`src/rtl/oc_monitor.sv`:
```
// rtl/oc_monitor.sv - overcurrent sense sync/debounce, trip cooldown, retry and lockout
// Optional: OC_AUTO_RETRY_EN enables cooldown auto-retry and quiet-time trip_count clear.
module oc_monitor #(
  parameter int SYNC_STAGES     = 2,
  parameter int DEBOUNCE_CYCLES = 1000,
  parameter int COOLDOWN_CYCLES = 50000000,
  parameter int MAX_RETRIES     = 3,
  parameter int CNT_W           = 26
) (
  input  logic       clock,
  input  logic       reset_n,
  input  logic       sense_a,
  input  logic       sense_b,
  input  logic       clear_fault,
  output logic       oc,
  output logic       lockout,
  output logic [2:0] trip_count,
  output logic [1:0] fault_src
);

  typedef enum logic [1:0] {MONITOR, FAULT, LOCKOUT} state_t;

  localparam logic [CNT_W-1:0] DEB_LAST  = CNT_W'(DEBOUNCE_CYCLES - 1);
  localparam logic [CNT_W-1:0] COOL_LAST = CNT_W'(COOLDOWN_CYCLES - 1);
  localparam logic [2:0]       TC_MAX    = 3'(MAX_RETRIES);

  state_t                 state, state_n;
  logic [SYNC_STAGES-1:0] sync_a, sync_b;
  logic                   synced_a, synced_b, s_hi;
  logic [CNT_W-1:0]       dcnt, dcnt_n, ccnt, ccnt_n;
  logic                   oc_n, lockout_n;
  logic [2:0]             tc_n;
  logic [1:0]             fs_n;
`ifdef OC_AUTO_RETRY_EN
  logic [CNT_W-1:0]       qcnt, qcnt_n;
`endif

  assign synced_a = sync_a[SYNC_STAGES-1];
  assign synced_b = sync_b[SYNC_STAGES-1];
  assign s_hi     = synced_a | synced_b;

  always_ff @(posedge clock or negedge reset_n) begin
    if (!reset_n) begin
      state      <= MONITOR;
      sync_a     <= '0;
      sync_b     <= '0;
      dcnt       <= '0;
      ccnt       <= '0;
      oc         <= 1'b0;
      lockout    <= 1'b0;
      trip_count <= '0;
      fault_src  <= '0;
`ifdef OC_AUTO_RETRY_EN
      qcnt       <= '0;
`endif
    end else begin
      state      <= state_n;
      sync_a     <= {sync_a[SYNC_STAGES-2:0], sense_a};
      sync_b     <= {sync_b[SYNC_STAGES-2:0], sense_b};
      dcnt       <= dcnt_n;
      ccnt       <= ccnt_n;
      oc         <= oc_n;
      lockout    <= lockout_n;
      trip_count <= tc_n;
      fault_src  <= fs_n;
`ifdef OC_AUTO_RETRY_EN
      qcnt       <= qcnt_n;
`endif
    end
  end

  always_comb begin
    state_n   = state;
    dcnt_n    = dcnt;
    ccnt_n    = ccnt;
    oc_n      = oc;
    lockout_n = lockout;
    tc_n      = trip_count;
    fs_n      = fault_src;
`ifdef OC_AUTO_RETRY_EN
    qcnt_n    = qcnt;
`endif
    // Clear outranks cooldown expiry; it is ignored while monitoring.
    if (state != MONITOR && clear_fault) begin
      state_n   = MONITOR;
      oc_n      = 1'b0;
      lockout_n = 1'b0;
      tc_n      = '0;
      dcnt_n    = '0;
      ccnt_n    = '0;
`ifdef OC_AUTO_RETRY_EN
      qcnt_n    = '0;
`endif
    end else begin
      case (state)
        MONITOR: begin
          if (s_hi) begin
`ifdef OC_AUTO_RETRY_EN
            qcnt_n = '0;
`endif
            if (dcnt == DEB_LAST) begin
              oc_n   = 1'b1;
              fs_n   = {synced_b, synced_a};
              tc_n   = (trip_count >= TC_MAX) ? TC_MAX : trip_count + 3'd1;
              dcnt_n = '0;
              ccnt_n = '0;
`ifdef OC_AUTO_RETRY_EN
              state_n = FAULT;
`else
              state_n   = LOCKOUT;
              lockout_n = 1'b1;
`endif
            end else begin
              dcnt_n = dcnt + CNT_W'(1);
            end
          end else begin
            dcnt_n = '0;
`ifdef OC_AUTO_RETRY_EN
            if (qcnt == COOL_LAST) begin
              tc_n   = '0;
              qcnt_n = '0;
            end else begin
              qcnt_n = qcnt + CNT_W'(1);
            end
`endif
          end
        end
        FAULT: begin
          if (ccnt == COOL_LAST) begin
            ccnt_n = '0;
            if (trip_count == TC_MAX) begin
              state_n   = LOCKOUT;
              lockout_n = 1'b1;
            end else begin
              state_n = MONITOR;
              oc_n    = 1'b0;
              dcnt_n  = '0;
            end
          end else begin
            ccnt_n = ccnt + CNT_W'(1);
          end
        end
        LOCKOUT: begin
          oc_n      = 1'b1;
          lockout_n = 1'b1;
        end
        default: state_n = MONITOR;
      endcase
    end
  end

endmodule

```
`config.mk`:
```
export PLATFORM = sky130hd
export DESIGN_NAME = oc_monitor
export DESIGN_NICKNAME = d
export VERILOG_FILES = /design/src/rtl/oc_monitor.sv
export SDC_FILE = /design/constraint.sdc
export NUM_CORES = 1
export LEC_CHECK = 0
export BUFFER_PORTS_ARGS = -buffer_cell sky130_fd_sc_hd__buf_4
export CAP_MARGIN = 20
export CORE_UTILIZATION = 42
export CTS_BUF_LIST = sky130_fd_sc_hd__clkbuf_2
export DETAILED_ROUTE_END_ITERATION = 16
export PLACE_DENSITY = 0.7
export SLEW_MARGIN = 20
export SYNTH_ARGS = -nofsm -noshare
export SYNTH_HDL_FRONTEND = slang
export SYNTH_SLANG_ARGS = --single-unit
```
`constraint.sdc`:
```
create_clock -name clock -period 3.01 [get_ports clock]
set_input_delay 0.1505 -clock clock [delete_from_list [all_inputs] [get_ports clock]]
set_output_delay 0.1505 -clock clock [all_outputs]
set_load 0.005 [all_outputs]
```
==> results.txt <==
----------------------------------------------------
[Worst setup path]
  Arrival time worst endpoint ... around 2.5 ns
  Type of element capturing the critical path ... flip-flop
  Nature of the critical path startpoint ... flip-flop
  CP required ... 3.27 ns
  Worst-path fanout max ... 25
  Class of the most critical setup path ... flip-flop to flip-flop

[Clocking]
  Buffer cell driving the clock tree root ... sky130_fd_sc_hd__clkbuf_2
  Worst skew pair latency ... approximately 0.39 ns
  TritonCTS clock tree ... built
  # Post-CTS Setup Buffers ... 0
  Inserted Clock Buffers ... 5
  TritonCTS Sinks ... 37
  Number of levels the H-tree was split into ... 2
  CTS max path bufs ... 2
  CTS hold repair buffers ... 3
  Clk pin slew, worst setup/hold paths ... around 0.19 ns
  Count of instances resized after the clock tree is built ... 0

[Floorplan]
  Vert. Die Dim ... about 71 um
  Die Footprint ... 5110 um2
  Placement Rows ... 24
  IO Count ... 12
  Initial Utilization ... approximately 45%
  Horizontal die dimension ... 71.5 um
  Core ar. ... 4500 um2

[Synthesis]
  Syn Inst Count ... just under 200
  Share of flip-flops with an asynchronous set or reset ... 100%
  Most common flop cell mapped by yosys ... sky130_fd_sc_hd__dfrtp_1
  Sequential fraction of the synthesis area ... roughly 46%
  Post-synthesis compound-gate area fraction ... around 12%
  Number of distinct standard cells referenced by the synthesized netlist ... between 40 and 50
  Leading cell types by total area after synthesis ... sky130_fd_sc_hd__dfrtp_1 (46%), sky130_fd_sc_hd__a31oi_1 (3.4%), sky130_fd_sc_hd__nor2_1 (3.3%)
  Cell area after synthesis ... between 2000 and 2500 um2
  Count of flip-flops with a built-in enable after synthesis ... 0
  Proportion of netlist area held by the largest area contributor ... approximately 46%
  Most instantiated library cell after synthesis ... sky130_fd_sc_hd__dfrtp_1
  Post-Synth Simple-Gate Area ... between 30% and 40%
  Commonest cells post-synth ... sky130_fd_sc_hd__dfrtp_1 (37), sky130_fd_sc_hd__nor2_1 (18), sky130_fd_sc_hd__nand2_1 (14), sky130_fd_sc_hd__a31oi_1 (11)
  Synthesized area divided by synthesized cell count ... 10.2 um2
  Combinational family with the most area after synthesis ... simple AND/OR/NAND/NOR gates
  Mux contribution to synthesized area ... about 1.7%
  Flops & latches, synth ... 37
  Synthesized-area fraction occupied by xor and xnor cells ... 4.32%
  Cell type with the highest aggregate area in the netlist ... sky130_fd_sc_hd__dfrtp_1
  Synth Warn # ... 0
  Adder-cell area share of the yosys netlist ... between 2 and 2.5%
  Syn nets ... around 210

[Placement]
  Setup WS pre-CTS ... 0.797 ns
  Estimated wirelength of the detail-placed design ... ~2900 um
  Input/output buffers ... 11
  Routability cong. ... 0.781

[GRT]
  GRT Overall Usage ... approximately 18%
  Wire length of the first global-routing pass ... around 7000 um
  Initial antenna violation count ... 0
  Number of global-route vias before repair ... 1,465
  Leftover overflow at the end of global routing ... 0
  Maximum number of pins on one net before global-route repair ... 38

[Detailed routing]
  Post-DRT Antenna Nets ... 0
  Average wire per cell in the routed design ... ~15 um
  Number of iterations in the first detailed-routing pass ... 4
  Routed vias/inst ... approximately 5.9
  DRC Markers ... 0
  Total Routed Length ... 3990 um
  Number of violations reported at the end of detailed-routing iteration 0 ... approximately 120
  Vias ... about 1,600

[Final layout]
  Nets@finish ... 222
  Layout overhead on the synthesized area ... 8.71%
  Utilization after layout ... about half
  Flip-flop and latch area ... 926 um2
  Layout cell share with drive strength beyond 1 ... between 10% and 20%
  Number of filler cells placed in the layout ... about 430
  Number of antenna diodes ... 0
  Total area of multi-input combinational cells ... slightly above 1000 um2

[Min path]
  Hold WC Path Type ... input port to flip-flop

[Power]
  Peak VDD IR ... about 0.15 mV
  Standby leakage power ... between 0.001 and 0.0015 uW
  Power per Cell Area ... 412 nW/um2
  Total power ... 908 uW

[STA]
  Actual slew at the worst max-slew pin ... 0.630 ns
  Aggregate negative setup slack ... 0 ns
  Worst path setup slack after routing ... approximately 0.76 ns
  Slew headroom ... between 50% and 60%
  Fin. max-slew vios ... 0
  Period utilisation layout ... between 70% and 80%
  Final count of hold timing violations ... 0
  Final setup skew ... slightly above 0.01 ns
  Crit path time final ... around 2.3 ns
  F_max ... roughly 0.44 GHz
  Setup repair after global routing missed its margin ... false
  Final setup vio count ... 0

[Run]
  Number of maximum-capacitance constraint violations ... 0

[Run status]
  Status ... finished clean

----------------------------------------------------
-- flip-flops by register name, indices dropped and copies added, names as in the netlist --
signal,flops
dcnt,26
trip_count,3
fault_src,2
sync_a,2
sync_b,2
oc,1
state,1
-- area by class of cell --
| type | instances | share of cell area (%) |
|---|---|---|
| clock inverter | 3 | 0.568 |
| timing repair buffer | 15 | 5.45 |
| tap | 52 | 2.95 |
| inverter | 4 | 0.682 |
| sequential | 37 | 42.0 |
| clock buffer | 5 | 1.14 |
| multi-input combinational | 150 | 47.2 |
-- cells in the final DEF, fill, tap and decap left out, types with 6 or more instances in the layout --
cell type and count:
sky130_fd_sc_hd__nand2_1 14, sky130_fd_sc_hd__nand4_1 9, sky130_fd_sc_hd__a21oi_1 10, sky130_fd_sc_hd__nand3_1 10, sky130_fd_sc_hd__dfrtp_1 37, sky130_fd_sc_hd__nor2_1 18
sky130_fd_sc_hd__a31oi_1 11, sky130_fd_sc_hd__and3_1 10, sky130_fd_sc_hd__buf_4 12, sky130_fd_sc_hd__xor2_1 6
-- power by group --
part	switching, uW	total (uW)	internal [uW]	leakage (uW)
Combinational	58.5	114	55.3	0.000489
Sequential	48.6	579	531	0.000495
Clock	164	215	50.9	0.0000278
Total	271	908	637	0.00101
-- layer usage --
layer | track usage, % | up-vias | routed length [um]
li1 | - | 763 | -
met1 | 24.6 | 775 | 1960
met2 | 26.2 | 20 | 1820
met3 | 4.64 | 8 | 149
met4 | 8.06 | 0 | 62
met5 | 0 | - | 0
-- stage by stage --
stage               instance area, um2  instances  hold WS [ns]
floorplan                         2030        199        -0.145
global placement                  2130        255         0.137
detailed placement                2130        255         0.141
CTS                               2200        266        0.0702
global route                      2200        266        0.0812
finish                            2200        266        0.0896
-- worst max-delay path, stage by stage (launching register included) --
cell and delay (ns):
sky130_fd_sc_hd__dfrtp_1 0.43, sky130_fd_sc_hd__ha_1 0.21, sky130_fd_sc_hd__nor4b_1 0.25, sky130_fd_sc_hd__nand3_1 0.24, sky130_fd_sc_hd__o21ba_4 0.35, sky130_fd_sc_hd__nor2_1 0.53
sky130_fd_sc_hd__nor2_1 0.11
-- logic make-up after synthesis --
family / Yosys count
compound gates: 37
xor+xnor: 10
fa+ha+maj: 4
buf+inv: 12
flops: 37
mux: 3
simple gates: 96
-- worst paths after layout --
path	slack [ns]	from	cells past startpoint	end
min in group asynchronous	0.23	reset_n	2	dcnt[4]$_DFFE_PN0P_
worst min-delay path	0.09	clear_fault	3	oc$_DFFE_PN0P_
worst min register to register	0.37	sync_b[0]$_DFF_PN0_	0	sync_b[1]$_DFF_PN0_
worst max-delay path	0.76	dcnt[0]$_DFFE_PN0P_	6	dcnt[17]$_DFFE_PN0P_
worst max register to register	0.76	dcnt[0]$_DFFE_PN0P_	6	dcnt[17]$_DFFE_PN0P_
max in group asynchronous	2.46	reset_n	2	dcnt[21]$_DFFE_PN0P_
Note: power is estimated with default switching activity, not from simulation.
